[src/rtl/vga_timing_gen.sv]
// rtl/vga_timing_gen.sv - VGA raster timing generator (optional VGA_TIMING_PIPELINE_EN delays sync/blank)
module vga_timing_gen #(
    parameter int   H_ACTIVE   = 640,
    parameter int   H_FPORCH   = 16,
    parameter int   H_SYNC     = 96,
    parameter int   H_BPORCH   = 48,
    parameter int   V_ACTIVE   = 480,
    parameter int   V_FPORCH   = 10,
    parameter int   V_SYNC     = 2,
    parameter int   V_BPORCH   = 33,
    parameter logic SYNC_POL   = 1'b0,
    parameter int   COORD_W    = 10,
    parameter int   PIPE_DEPTH = 2
) (
    input  logic               pxl_clk_i,
    input  logic               reset_async_n_i,
    output logic [COORD_W-1:0] x_o,
    output logic [COORD_W-1:0] y_o,
    output logic               hsync_o,
    output logic               vsync_o,
    output logic               blank_o,
    output logic               line_start_o,
    output logic               frame_start_o
);

    localparam int H_TOTAL  = H_ACTIVE + H_FPORCH + H_SYNC + H_BPORCH;
    localparam int V_TOTAL  = V_ACTIVE + V_FPORCH + V_SYNC + V_BPORCH;
    localparam int HS_BEG   = H_ACTIVE + H_FPORCH;
    localparam int HS_END   = H_ACTIVE + H_FPORCH + H_SYNC;
    localparam int VS_BEG   = V_ACTIVE + V_FPORCH;
    localparam int VS_END   = V_ACTIVE + V_FPORCH + V_SYNC;
    localparam logic [COORD_W-1:0] H_LAST = COORD_W'(H_TOTAL - 1);
    localparam logic [COORD_W-1:0] V_LAST = COORD_W'(V_TOTAL - 1);

    // Reject geometries the counters cannot hold, and an empty pipeline
    if (H_TOTAL > 2**COORD_W || V_TOTAL > 2**COORD_W || PIPE_DEPTH < 1) begin : g_param_check
        $error("vga_timing_gen: invalid parameter set");
    end

    logic [COORD_W-1:0] r_x;
    logic [COORD_W-1:0] r_y;
    logic               r_hs;
    logic               r_vs;
    logic               r_bl;
    logic               r_ls;
    logic               r_fs;

    logic               w_x_wrap;
    logic [COORD_W-1:0] w_x_nxt;
    logic [COORD_W-1:0] w_y_nxt;
    logic               w_hs_nxt;
    logic               w_vs_nxt;
    logic               w_bl_nxt;

    // Next raster position and its decode, so every flop describes the same (x,y)
    always_comb begin
        w_x_wrap = (r_x == H_LAST);
        w_x_nxt  = w_x_wrap ? '0 : r_x + 1'b1;
        w_y_nxt  = r_y;
        if (w_x_wrap) begin
            w_y_nxt = (r_y == V_LAST) ? '0 : r_y + 1'b1;
        end
        w_hs_nxt = (int'(w_x_nxt) >= HS_BEG && int'(w_x_nxt) < HS_END) ? SYNC_POL : ~SYNC_POL;
        w_vs_nxt = (int'(w_y_nxt) >= VS_BEG && int'(w_y_nxt) < VS_END) ? SYNC_POL : ~SYNC_POL;
        w_bl_nxt = (int'(w_x_nxt) >= H_ACTIVE) || (int'(w_y_nxt) >= V_ACTIVE);
    end

    // Raster counters and decoded outputs; reset restarts at (0,0) with sync inactive
    always_ff @(posedge pxl_clk_i or negedge reset_async_n_i) begin
        if (!reset_async_n_i) begin
            r_x  <= '0;
            r_y  <= '0;
            r_hs <= ~SYNC_POL;
            r_vs <= ~SYNC_POL;
            r_bl <= 1'b0;
            r_ls <= 1'b1;
            r_fs <= 1'b1;
        end else begin
            r_x  <= w_x_nxt;
            r_y  <= w_y_nxt;
            r_hs <= w_hs_nxt;
            r_vs <= w_vs_nxt;
            r_bl <= w_bl_nxt;
            r_ls <= (w_x_nxt == '0);
            r_fs <= (w_x_nxt == '0) && (w_y_nxt == '0);
        end
    end

    assign x_o           = r_x;
    assign y_o           = r_y;
    assign line_start_o  = r_ls;
    assign frame_start_o = r_fs;

`ifdef VGA_TIMING_PIPELINE_EN
    // {hsync, vsync, blank} per stage
    logic [2:0] r_pipe [PIPE_DEPTH];

    // Delay sync/blank to line up with pixel data fetched from x_o/y_o
    always_ff @(posedge pxl_clk_i or negedge reset_async_n_i) begin
        if (!reset_async_n_i) begin
            for (int i = 0; i < PIPE_DEPTH; i++) begin
                r_pipe[i] <= {~SYNC_POL, ~SYNC_POL, 1'b1};
            end
        end else begin
            r_pipe[0] <= {r_hs, r_vs, r_bl};
            for (int i = 1; i < PIPE_DEPTH; i++) begin
                r_pipe[i] <= r_pipe[i-1];
            end
        end
    end

    assign hsync_o = r_pipe[PIPE_DEPTH-1][2];
    assign vsync_o = r_pipe[PIPE_DEPTH-1][1];
    assign blank_o = r_pipe[PIPE_DEPTH-1][0];
`else
    assign hsync_o = r_hs;
    assign vsync_o = r_vs;
    assign blank_o = r_bl;
`endif

endmodule

[config.mk]
export PLATFORM = sky130hd
export DESIGN_NAME = vga_timing_gen
export DESIGN_NICKNAME = d
export VERILOG_FILES = /design/src/rtl/vga_timing_gen.sv
export SDC_FILE = /design/constraint.sdc
export NUM_CORES = 1
export LEC_CHECK = 0
export BUFFER_PORTS_ARGS = -buffer_cell sky130_fd_sc_hd__buf_2
export CAP_MARGIN = 20
export CORE_MARGIN = 8
export CORE_UTILIZATION = 49
export DETAILED_ROUTE_END_ITERATION = 7
export PLACE_DENSITY = 0.78
export SLEW_MARGIN = 20
export SYNTH_ARGS = -nofsm -noshare
export SYNTH_HDL_FRONTEND = slang
export SYNTH_SLANG_ARGS = --single-unit
[constraint.sdc]
create_clock -name pxl_clk_i -period 2.25 [get_ports pxl_clk_i]
set_clock_uncertainty 0.1 [all_clocks]
set_input_delay 0.45 -clock pxl_clk_i [delete_from_list [all_inputs] [get_ports pxl_clk_i]]
set_output_delay 0.45 -clock pxl_clk_i [all_outputs]
set_load 0.005 [all_outputs]
# Word-level counts from Yosys, hierarchy flattened
# Cells that the tools add are included.
totals:
  output_inout_bits: 25
  word_cells: 28
  register_bits: 25
  input_bits: 2
op_classes:
  n_reduce_logical: 6
  n_addsub: 2
  magnitude_cmp: 6
  muxes: 5
  n_eq_ne: 2
op_table:
  columns: ["cell", "count"]
  rows:
  - ["2-to-1 mux 10 bit", 3]
  - ["adder 10 x 1 -> 10 bit, second input constant", 2]
  - ["equality test 10 bit, second input constant", 2]
  - [">= comparator 10 bit, second input constant", 2]
  - [">= comparator 10 x 9 -> 1 bit, second input constant", 2]
  - ["zero test 10 bit", 2]
  - ["less-than comparator 10 bit, second input constant", 1]
  - ["less-than comparator 10 x 9 -> 1 bit, second input constant", 1]
  - ["logical AND 1 bit", 3]
  - ["2-to-1 mux 1 bit", 2]
  - ["logical OR 1 bit", 1]

# Logic depth before layout (Yosys ltp)
# Gate-level depths: netlist (run 1).
depth:
  word_depth: 6
  ltp_mapped: 9
  ltp_nobuf: 8

# Worst setup path before layout (run 1)
# OpenSTA, ideal clock, no wires.
synth_timing:
  path_type: "flip-flop to flip-flop"
  start: "register r_x[0], in the netlist x_o[0]"
  end: "register r_bl, in the netlist blank_o"
  path_stages_with_launch: 9
  slack_ns: 0.031
  setup_ns: 0.124
  period_less_slack_ns: 2.219
  path_buffers: 1
  t_required_ns: 2.026
  arrival_ns: 1.995
  cell_sequence: "dfrtp_1 ha_1 and4_1 buf_2 nand3_1 nor3_1 xnor2_1 nor4_2 a211o_1"
synth_between:
  elab_chain_cells: 4
  word_cells_on_any_way: 7
  cone_classes: "add/sub (1); order compare (2); eq/ne (1); mux (2); reduce/logical (1)"
synth_rtl:
  columns: ["element", "line_no", "text"]
  rows:
  - ["start: declaration", "40", "logic [COORD_W-1:0] r_x;"]
  - ["start signal: assignment", "79", "r_x <= w_x_nxt;"]
  - ["adder 10 x 1 -> 10 bit or equality test 10 bit (tied branches)", "58, 57", null]
  - ["2-to-1 mux 10 bit (on tied branches)", "58, 60", null]
  - [">= comparator 10 bit or >= comparator 10 x 9 -> 1 bit (tied branches)", "65", "w_bl_nxt = (int'(w_x_nxt) >= H_ACTIVE) || (int'(w_y_nxt) >= V_ACTIVE);"]
  - ["logical OR 1 bit *", "65", null]
  - ["via w_bl_nxt", "53", "logic w_bl_nxt;"]
  - ["end signal: assignment", "83", "r_bl <= w_bl_nxt;"]
  - ["end: declaration", "44", "logic r_bl;"]
# The timed path passes the listed nets; every way through them passes the cells marked *.

# Worst setup path after layout (run 1)
layout_timing:
  start: "register r_x[6], in the netlist x_o[6]"
  end: "register r_fs, in the netlist frame_start_o"
layout_between:
  elab_chain_cells: 4
  word_cells_on_any_way: 7
  cone_classes: "add/sub (1); eq/ne (1); mux (2); reduce/logical (3)"
layout_rtl:
  columns: ["element", "line_no", "text"]
  rows:
  - ["adder 10 x 1 -> 10 bit or equality test 10 bit (tied branches)", "58, 57", null]
  - ["2-to-1 mux 10 bit (on tied branches)", "58, 60", null]
  - ["zero test 10 bit", "85", "r_fs <= (w_x_nxt == '0) && (w_y_nxt == '0);"]
  - ["logical AND 1 bit *", "85", null]
  - ["end signal: assignment", "85", null]
  - ["end: declaration", "46", "logic r_fs;"]
# Every way passes the cells marked *; elsewhere a longest branch is shown, timed or not.

==> results.json, run 1 <==
{
  "start_util_pct": 50.1,
  "critPathSlowestCell": "dfrtp_1",
  "drt-initial-drc-count": 135,
  "post_dp_cell_area_um2": 1810,
  "finalPower_mw": 0.682,
  "cts_root_buf": "clkbuf_4",
  "dp_cells": 233,
  "finalCriticalPeriod_ns": 2.21,
  "ant_nets": 0,
  "hold_viol": 0,
  "clock_sinks": 25,
  "io_buffers": 26,
  "worstSetupEndpointType": "register",
  "gp_congestion": 0.950,
  "core_um2": 2980,
  "first_pass_iters": 5,
  "io_pins": 27,
  "yosysMostFrequentCell": "dfrtp_1",
  "antenna_cells": 0,
  "drt_wl_total_um": 4430,
  "cp_data_required_time_ns": 2.45,
  "drive_above_1_share_pct": 38.0,
  "netlist_top_cells_area": "dfrtp_1, dfstp_2, xnor2_1, nand2_1, nand3_1",
  "yosysUniqueCellTypes": 44,
  "final_cells": 241,
  "async_flop_share_pct": 100,
  "clockBufferDepth": 2,
  "ir_drop_v": 0.000260,
  "slowest_delay_ns": 0.46,
  "synth_ff_type": "dfrtp_1",
  "htreeDepth": 1,
  "cp_top_family": "simple AND/OR/NAND/NOR gates",
  "fin_area_um2": 1920,
  "grt_pass1_wl_um": 6940,
  "status": "completed",
  "syn_inst": 155,
  "min_path_type": "reg2reg",
  "synth_common_cells": "dfrtp_1, nand2_1, nand3_1, nor2_1, xnor2_1",
  "crit_chain": "nor4b_4, nand3_2, nor3_2, xnor2_1, and4_1, and4b_1",
  "critPathLaunchType": "register",
  "hpwl_um": 3200,
  "setup_viol": 0,
  "final_util_pct": 64.4,
  "tightest_slew_ns": 0.582,
  "clk-insertion-delay-late_ns": 0.34,
  "relSlewSlack_pct": 61.2,
  "clk_pin_slew_ns": 0.15,
  "drv_slew": 0,
  "die_area_um2": 5070,
  "leakage_nw": 0.884,
  "area_delta_synth_final_pct": 28.5,
  "globalRouteTotalUtil_pct": 17.3,
  "worst-path-buf-inv": 0,
  "rows": 20,
  "yosysSeqAreaShare_pct": 42.3,
  "worstPathMaxFanout": 5,
  "vias": 1498,
  "max_freq_mhz": 452,
  "cts_tree": "done",
  "grt_max_degree": 26,
  "drc_errors": 0,
  "cap_viol_max_count": 0,
  "nets": 215,
  "worstPathArrival_ns": 2.41,
  "antenna_found_initial": 0,
  "yosysTopAreaCellShare_pct": 35.2,
  "syn_nets": 161,
  "crit_type": "reg2reg",
  "fin_setup_tns_ns": 0,
  "synth_top_cell_by_area": "dfrtp_1",
  "grt_overflow": 0,
  "die_h_um": 71.2,
  "via_per_inst": 6.22,
  "syn_area_um2": 1490,
  "dieWidth_um": 71.2,
  "rsz0062_at_grt": "true",
  "synth_edf_count": 0,
  "grt_pass1_vias": 1444,
  "syn_avg_cell_area_um2": 9.62,
  "synth_warnings": 0,
  "cts_inserted_buffers": 3,
  "synth_seq_cells": 25,
  "p_per_area_nw_per_um2": 356,
  "timing.final.crit_share_pct": 98.3,
  "wire_per_inst_um": 18.4
}
## cell type report
class | instances | area (um^2)
clock buffers | 3 | 22.5
clock inverters | 1 | 7.51
fillers | 253 | 1060
inverters | 7 | 26.3
multi-input cells | 115 | 823
flip-flops and latches | 25 | 631
well taps | 33 | 41.3
repair buffers | 57 | 365
## registers in the layout, indices dropped and copies added (netlist names)
signal         count
y_o               10
x_o               10
line_start_o       1
vsync_o            1
frame_start_o      1
hsync_o            1
blank_o            1
## timing repair
action,4_1_cts,5_1_grt
setup endpoints to repair,0,3
buffers inserted,0,3
resized for setup,0,11
hold buffers,1,0
endpoints found under the hold margin,21,0
## cell usage in the layout, fill, tap and decap left out, types with 3 or more instances in the layout
master and instances:
clkbuf_4 3, a21oi_1 6, o21ai_0 7, nand3_1 10, nand4_1 5, nor3_1 5, dfstp_2 4, ha_1 4
buf_2 26, xnor2_1 9, nor2_1 10, xor2_1 5, o31ai_1 3, dfrtp_1 21, inv_1 7, buf_4 30
nand2_1 15
## stage by stage
| step | setup WS [ns] | hold WS, ns |
|---|---|---|
| after CTS | 0.00694 | 0.479 |
| after global routing | -0.0702 | 0.514 |
| final | 0.0377 | 0.476 |
| after detailed placement | 0.0307 | 0.374 |
| after global placement | 0.121 | 0.365 |
| after floorplan | 0.0308 | 0.0544 |
## report_power, final
group	switching, mW	internal (mW)
sequential	0	0.450
clock	0.153	0.0685
combinational	0.00895	0.00175
## final timing paths
| check | from | end | cells after the start | slack [ns] |
|---|---|---|---|---|
| max | x_o[6]$_DFF_PN0_ | frame_start_o$_DFF_PN1_ | 6 | 0.04 |
| min | x_o[0]$_DFF_PN0_ | x_o[0]$_DFF_PN0_ | 2 | 0.48 |
| max reg2reg | x_o[6]$_DFF_PN0_ | frame_start_o$_DFF_PN1_ | 6 | 0.04 |
| min reg2reg | x_o[0]$_DFF_PN0_ | x_o[0]$_DFF_PN0_ | 2 | 0.48 |
| max in group asynchronous | reset_async_n_i | hsync_o$_DFF_PN1_ | 2 | 1.15 |
| min in group asynchronous | reset_async_n_i | y_o[9]$_DFF_PN0_ | 2 | 0.52 |
## worst register-to-register path, stage by stage, from the launching register on
cell	delay (ns)
dfrtp_1	0.46
nor4b_4	0.42
nand3_2	0.21
nor3_2	0.22
xnor2_1	0.27
and4_1	0.29
and4b_1	0.19
## layer usage
metal / global-route usage, % / part of all wire (%) / up-vias
met2: 30.5 / 52 / 78
li1: - / - / 672
met3: 3.25 / 5.7 / 26
met4: 8.55 / 3.6 / 0
met5: 0 / 0 / -
met1: 19.2 / 39 / 722
## logic make-up (layout without fill, tap and decap cells)
kind of cell | Yosys count | count (layout) | share of synthesized area [%]
xor+xnor | 14 | 14 | 8.22
flops | 25 | 25 | 42.3
fa+ha+maj | 4 | 4 | 3.36
simple gates | 68 | 68 | 26.8
compound gates | 29 | 29 | 13.8
buf+inv | 15 | 68 | 5.54
Power figures use the tool's default switching activity.
==> run 2, diff against run 1 <==
CORE_UTILIZATION = 41   (was 49)
CTS_CLUSTER_SIZE = 24   (was unset)
PLACE_DENSITY = 0.68   (was 0.78)
==> results.json, run 2 (same netlist as run 1, synthesis figures left out) <==
{
  "status": "complete, but fails checks",
  "failed_checks": "hold timing",
  "power_frac_seq_pct": 67.7,
  "p_int_mw": 0.518,
  "nets": 212,
  "clkPwrFrac_pct": 30.9,
  "io_buffers": 26,
  "htreeDepth": 1,
  "relSlewSlack_pct": 63.5,
  "post_dp_cell_area_um2": 1820,
  "worstSetupEndpointType": "register",
  "cts_inserted_buffers": 3,
  "drt_wl_total_um": 3870,
  "dieWidth_um": 76.3,
  "setup_viol": 0,
  "drt-initial-drc-count": 122,
  "tightest_slew_ns": 0.547,
  "r2r_start": "x_o[5]$_DFF_PN0_",
  "finalCriticalPeriod_ns": 2.17,
  "rows": 22,
  "gp_congestion": 0.940,
  "n_fill_cell": 346,
  "combPwrFrac_pct": 1.3,
  "drive_above_1_share_pct": 38.5,
  "hold_viol": 7,
  "via_per_inst": 5.51,
  "critPathLaunchType": "register",
  "io_pins": 27,
  "core_um2": 3580,
  "ant_nets": 0,
  "cts_root_buf": "clkbuf_4",
  "wire_per_inst_um": 15.3,
  "globalRouteTotalUtil_pct": 13.2,
  "area_delta_synth_final_pct": 28.5,
  "swShare_pct": 22.0,
  "drv_slew": 0,
  "fin_area_um2": 1920,
  "clock_sinks": 25,
  "clk-insertion-delay-late_ns": 0.31,
  "hpwl_um": 3000,
  "finalPower_mw": 0.664,
  "ir_drop_v": 0.000173,
  "min_path_type": "in2async",
  "max_freq_mhz": 460,
  "regArea_um2": 632,
  "drc_errors": 0,
  "cts_tree": "done",
  "timing.final.crit_share_pct": 96.5,
  "p_switching_mw": 0.146,
  "leakage_nw": 0.851,
  "vias": 1395,
  "grt_pass1_wl_um": 6670,
  "die_area_um2": 5820,
  "hold_ws_ns": -0.00202,
  "grt_max_degree": 26,
  "rr_worst_depth": 6,
  "p_per_area_nw_per_um2": 346,
  "cap_viol_max_count": 0,
  "crit_start": "x_o[5]$_DFF_PN0_",
  "worstPathMaxFanout": 3,
  "layout_commonest_cell": "buf_4",
  "grt_pass1_vias": 1423,
  "clk_pin_slew_ns": 0.14,
  "final_util_pct": 53.6,
  "r2r-end": "vsync_o$_DFF_PN1_",
  "multiInputGateArea_um2": 828,
  "antenna_cells": 0,
  "clockBufferDepth": 2,
  "start_util_pct": 41.7,
  "rrSetupSlack_ns": 0.08,
  "final_cell_mix": "buf_4, buf_2, dfrtp_1",
  "rsz0062_at_grt": "true",
  "crit_type": "reg2reg",
  "die_h_um": 76.3,
  "antenna_found_initial": 0,
  "cp_data_required_time_ns": 2.37,
  "grt_overflow": 0,
  "worstPathArrival_ns": 2.30,
  "first_pass_iters": 5,
  "fin_setup_tns_ns": 0
}
[run 2: stage by stage]
stage,cells,worst slack [ns]
6_report,253,0.0781
5_1_grt,253,-0.0389
4_1_cts,252,0.000803
3_5_place_dp,247,0.0266
3_3_place_gp,247,0.0915
2_1_floorplan,155,0.0308
[run 2: layout make-up]
class                      instances  share of cell area (%)
multi-input combinational        115                    43.2
timing repair buffer              54                    17.8
sequential                        25                    33.0
inverter                           7                    1.37
clock inverter                     1                   0.392
clock buffer                       3                    1.17
tap                               48                    3.13
[run 2: how the worst max path moves through the flow]
stage	endpoint	cells past startpoint
after floorplan	blank_o$_DFF_PN0_	8
after global placement	blank_o$_DFF_PN0_	7
after detailed placement	vsync_o$_DFF_PN1_	7
after CTS	vsync_o$_DFF_PN1_	7
after global routing	vsync_o$_DFF_PN1_	6
final	vsync_o$_DFF_PN1_	6
[run 2: timing repair]
action	4_1_cts	5_1_grt
buffers inserted	1	1
pin swaps	0	6
gates resized for setup	1	11
hold buffers	0	0
setup endpoints to repair	1	3
[run 2: power by group through the flow]
stage | Sequential [mW] | Clock (mW) | Combinational [mW]
2_1_floorplan | 0.458 | 0 | 0.000000286
6_report | 0.450 | 0.205 | 0.00885
5_1_grt | 0.450 | 0.233 | 0.0111
3_5_place_dp | 0.458 | 0 | 0.0101
3_3_place_gp | 0.458 | 0 | 0.00958
4_1_cts | 0.450 | 0.216 | 0.0101
[run 2: critical path, stage by stage, from the launching register on]
cell and delay, ns:
dfrtp_2 0.46, or4b_4 0.56, nor4_2 0.31, xor2_1 0.22, nand2_1 0.12, nor4_4 0.18, nand4_1 0.14
[run 2: layer usage]
layer | wire length (um) | vias to the layer above | share of wire (%) | track usage (%)
met3 | 197 | 6 | 5.1 | 2.24
met4 | 54 | 0 | 1.4 | 2.69
met5 | 0 | - | 0 | 0
met2 | 1990 | 52 | 51 | 23.4
li1 | - | 658 | - | -
met1 | 1630 | 679 | 42 | 16.2
==> run 3, diff against run 2 <==
CELL_PAD_IN_SITES_DETAIL_PLACEMENT = 1   (was unset)
CELL_PAD_IN_SITES_GLOBAL_PLACEMENT = 1   (was unset)
CORE_UTILIZATION = 38   (was 41)
PLACE_DENSITY = 0.79   (was 0.68)
==> results.json, run 3 (same netlist as run 1, synthesis figures left out) <==
{
  "grt_pass1_wl_um": 8310,
  "worstPathMaxFanout": 4,
  "r2r-end": "vsync_o$_DFF_PN1_",
  "gp_congestion": 0.867,
  "tightest_slew_ns": 0.596,
  "post_dp_cell_area_um2": 1830,
  "rr_worst_depth": 6,
  "fin_setup_tns_ns": -0.0406,
  "grt_max_degree": 26,
  "route.met2.wl_um": 2810,
  "crit_chain": "or4b_4, nor4_4, xor2_2, nand2_2, nor4_4, nand4_1",
  "max_freq_mhz": 437,
  "start_util_pct": 40.1,
  "htreeDepth": 1,
  "routed.top_layer": "met4",
  "wire_per_inst_um": 21.8,
  "wl_met1_um": 2400,
  "rsz0062_at_grt": "true",
  "clockBufferDepth": 2,
  "final_cell_mix": "buf_4, buf_2, dfrtp_1",
  "critPathSlowestCell": "or4b_4",
  "rrSetupSlack_ns": -0.04,
  "clk_pin_slew_ns": 0.09,
  "status": "complete, but fails checks",
  "area_delta_synth_final_pct": 38.0,
  "dieWidth_um": 78.7,
  "clk-insertion-delay-late_ns": 0.28,
  "io_pins": 27,
  "layout_commonest_cell": "buf_4",
  "antenna_cells": 0,
  "die_h_um": 78.7,
  "hpwl_um": 3650,
  "first_pass_iters": 4,
  "hold_viol": 0,
  "drt-initial-drc-count": 101,
  "drt_wl_total_um": 5660,
  "clock_sinks": 25,
  "globalRouteTotalUtil_pct": 16.9,
  "cts_root_buf": "clkbuf_8",
  "drv_slew": 0,
  "finalPower_mw": 0.744,
  "io_buffers": 26,
  "dp_slack_ns": -0.0525,
  "worstSetupEndpointType": "register",
  "grt_pass1_vias": 1587,
  "antenna_found_initial": 0,
  "core_um2": 3720,
  "cts_tree": "done",
  "slowest_delay_ns": 0.57,
  "timing.final.crit_share_pct": 102,
  "drive_above_1_share_pct": 44.8,
  "r2r_start": "x_o[6]$_DFF_PN0_",
  "cap_viol_max_count": 0,
  "grt_overflow": 0,
  "fin_area_um2": 2060,
  "nets": 219,
  "cts_inserted_buffers": 3,
  "crit_type": "reg2reg",
  "critPathLaunchType": "register",
  "via_per_inst": 5.77,
  "vias": 1499,
  "setup_viol": 2,
  "finalCriticalPeriod_ns": 2.29,
  "die_area_um2": 6190,
  "min_path_type": "in2async",
  "cp_data_required_time_ns": 2.33,
  "rows": 22,
  "failed_checks": "setup timing",
  "fin_ws_ns": -0.0366,
  "worstPathArrival_ns": 2.37,
  "n_fill_cell": 428,
  "worst_path_most_repeated_cell": "nor4_4",
  "relSlewSlack_pct": 60.3,
  "dr_wl_met3_um": 249,
  "ir_drop_v": 0.000235,
  "cts_hold_buf": 0,
  "p_per_area_nw_per_um2": 361,
  "hold_ws_ns": 0.0641,
  "ant_nets": 0,
  "drc_errors": 0,
  "leakage_nw": 0.939
}
-- run 3: changes by cell type in the layout (fill, tap and decap cells not counted), sizes merged --
cell / before / now
clkinvlp: 1 / 0
clkbuf: 3 / 4
buf: 54 / 61
-- run 3: routing by layer --
layer,vias up,global-route usage [%]
met3,15,2.05
met1,768,20.6
met2,44,29.5
met5,-,0
met4,0,6.30
li1,672,-
-- run 3: per-stage QoR --
| step | utilization [%] | cells |
|---|---|---|
| finish | 55.4 | 260 |
| global route | 55.4 | 260 |
| CTS | 52.1 | 256 |
| detailed placement | 49.2 | 248 |
| global placement | 49.2 | 248 |
| floorplan | - | 155 |
-- run 3: worst max-delay path by stage --
stage	from	to	slack, ns
2_1_floorplan	x_o[0]$_DFF_PN0_	blank_o$_DFF_PN0_	0.03
5_1_grt	x_o[6]$_DFF_PN0_	vsync_o$_DFF_PN1_	-0.08
3_5_place_dp	x_o[5]$_DFF_PN0_	vsync_o$_DFF_PN1_	-0.05
3_3_place_gp	x_o[5]$_DFF_PN0_	vsync_o$_DFF_PN1_	-0.04
4_1_cts	y_o[6]$_DFF_PN0_	frame_start_o$_DFF_PN1_	0.004
6_report	x_o[6]$_DFF_PN0_	vsync_o$_DFF_PN1_	-0.04
-- run 3: power by group --
part | total [mW] | switching [mW] | internal [mW] | leakage, nW
registers | 0.449 | 0 | 0.449 | 0.319
clock network | 0.285 | 0.158 | 0.127 | 0.0228
logic | 0.00959 | 0.00897 | 0.000621 | 0.597
total | 0.744 | 0.167 | 0.577 | 0.939
-- run 3: layout make-up --
cell class,count,area (um^2),area share [%]
Tap cell,48,60.1,2.92
Inverter,7,26.3,1.28
Clock buffer,4,45.0,2.19
Multi-Input combinational cell,115,898,43.6
Sequential cell,25,632,30.7
Timing Repair Buffer,61,397,19.3
-- run 3: timing repair --
| action | 4_1_cts | 5_1_grt |
|---|---|---|
| gates resized for setup | 7 | 19 |
| endpoints found under the setup margin | 3 | 4 |
| setup buffers | 4 | 5 |
| pin swaps | 7 | 12 |
-- run 3: worst max-delay path, delay by kind of cell, from the launching register on --
kind             cells  cell delay (ns)
XOR/XNOR             1             0.25
flip-flops           1             0.46
AND/OR/NAND/NOR      5             1.38
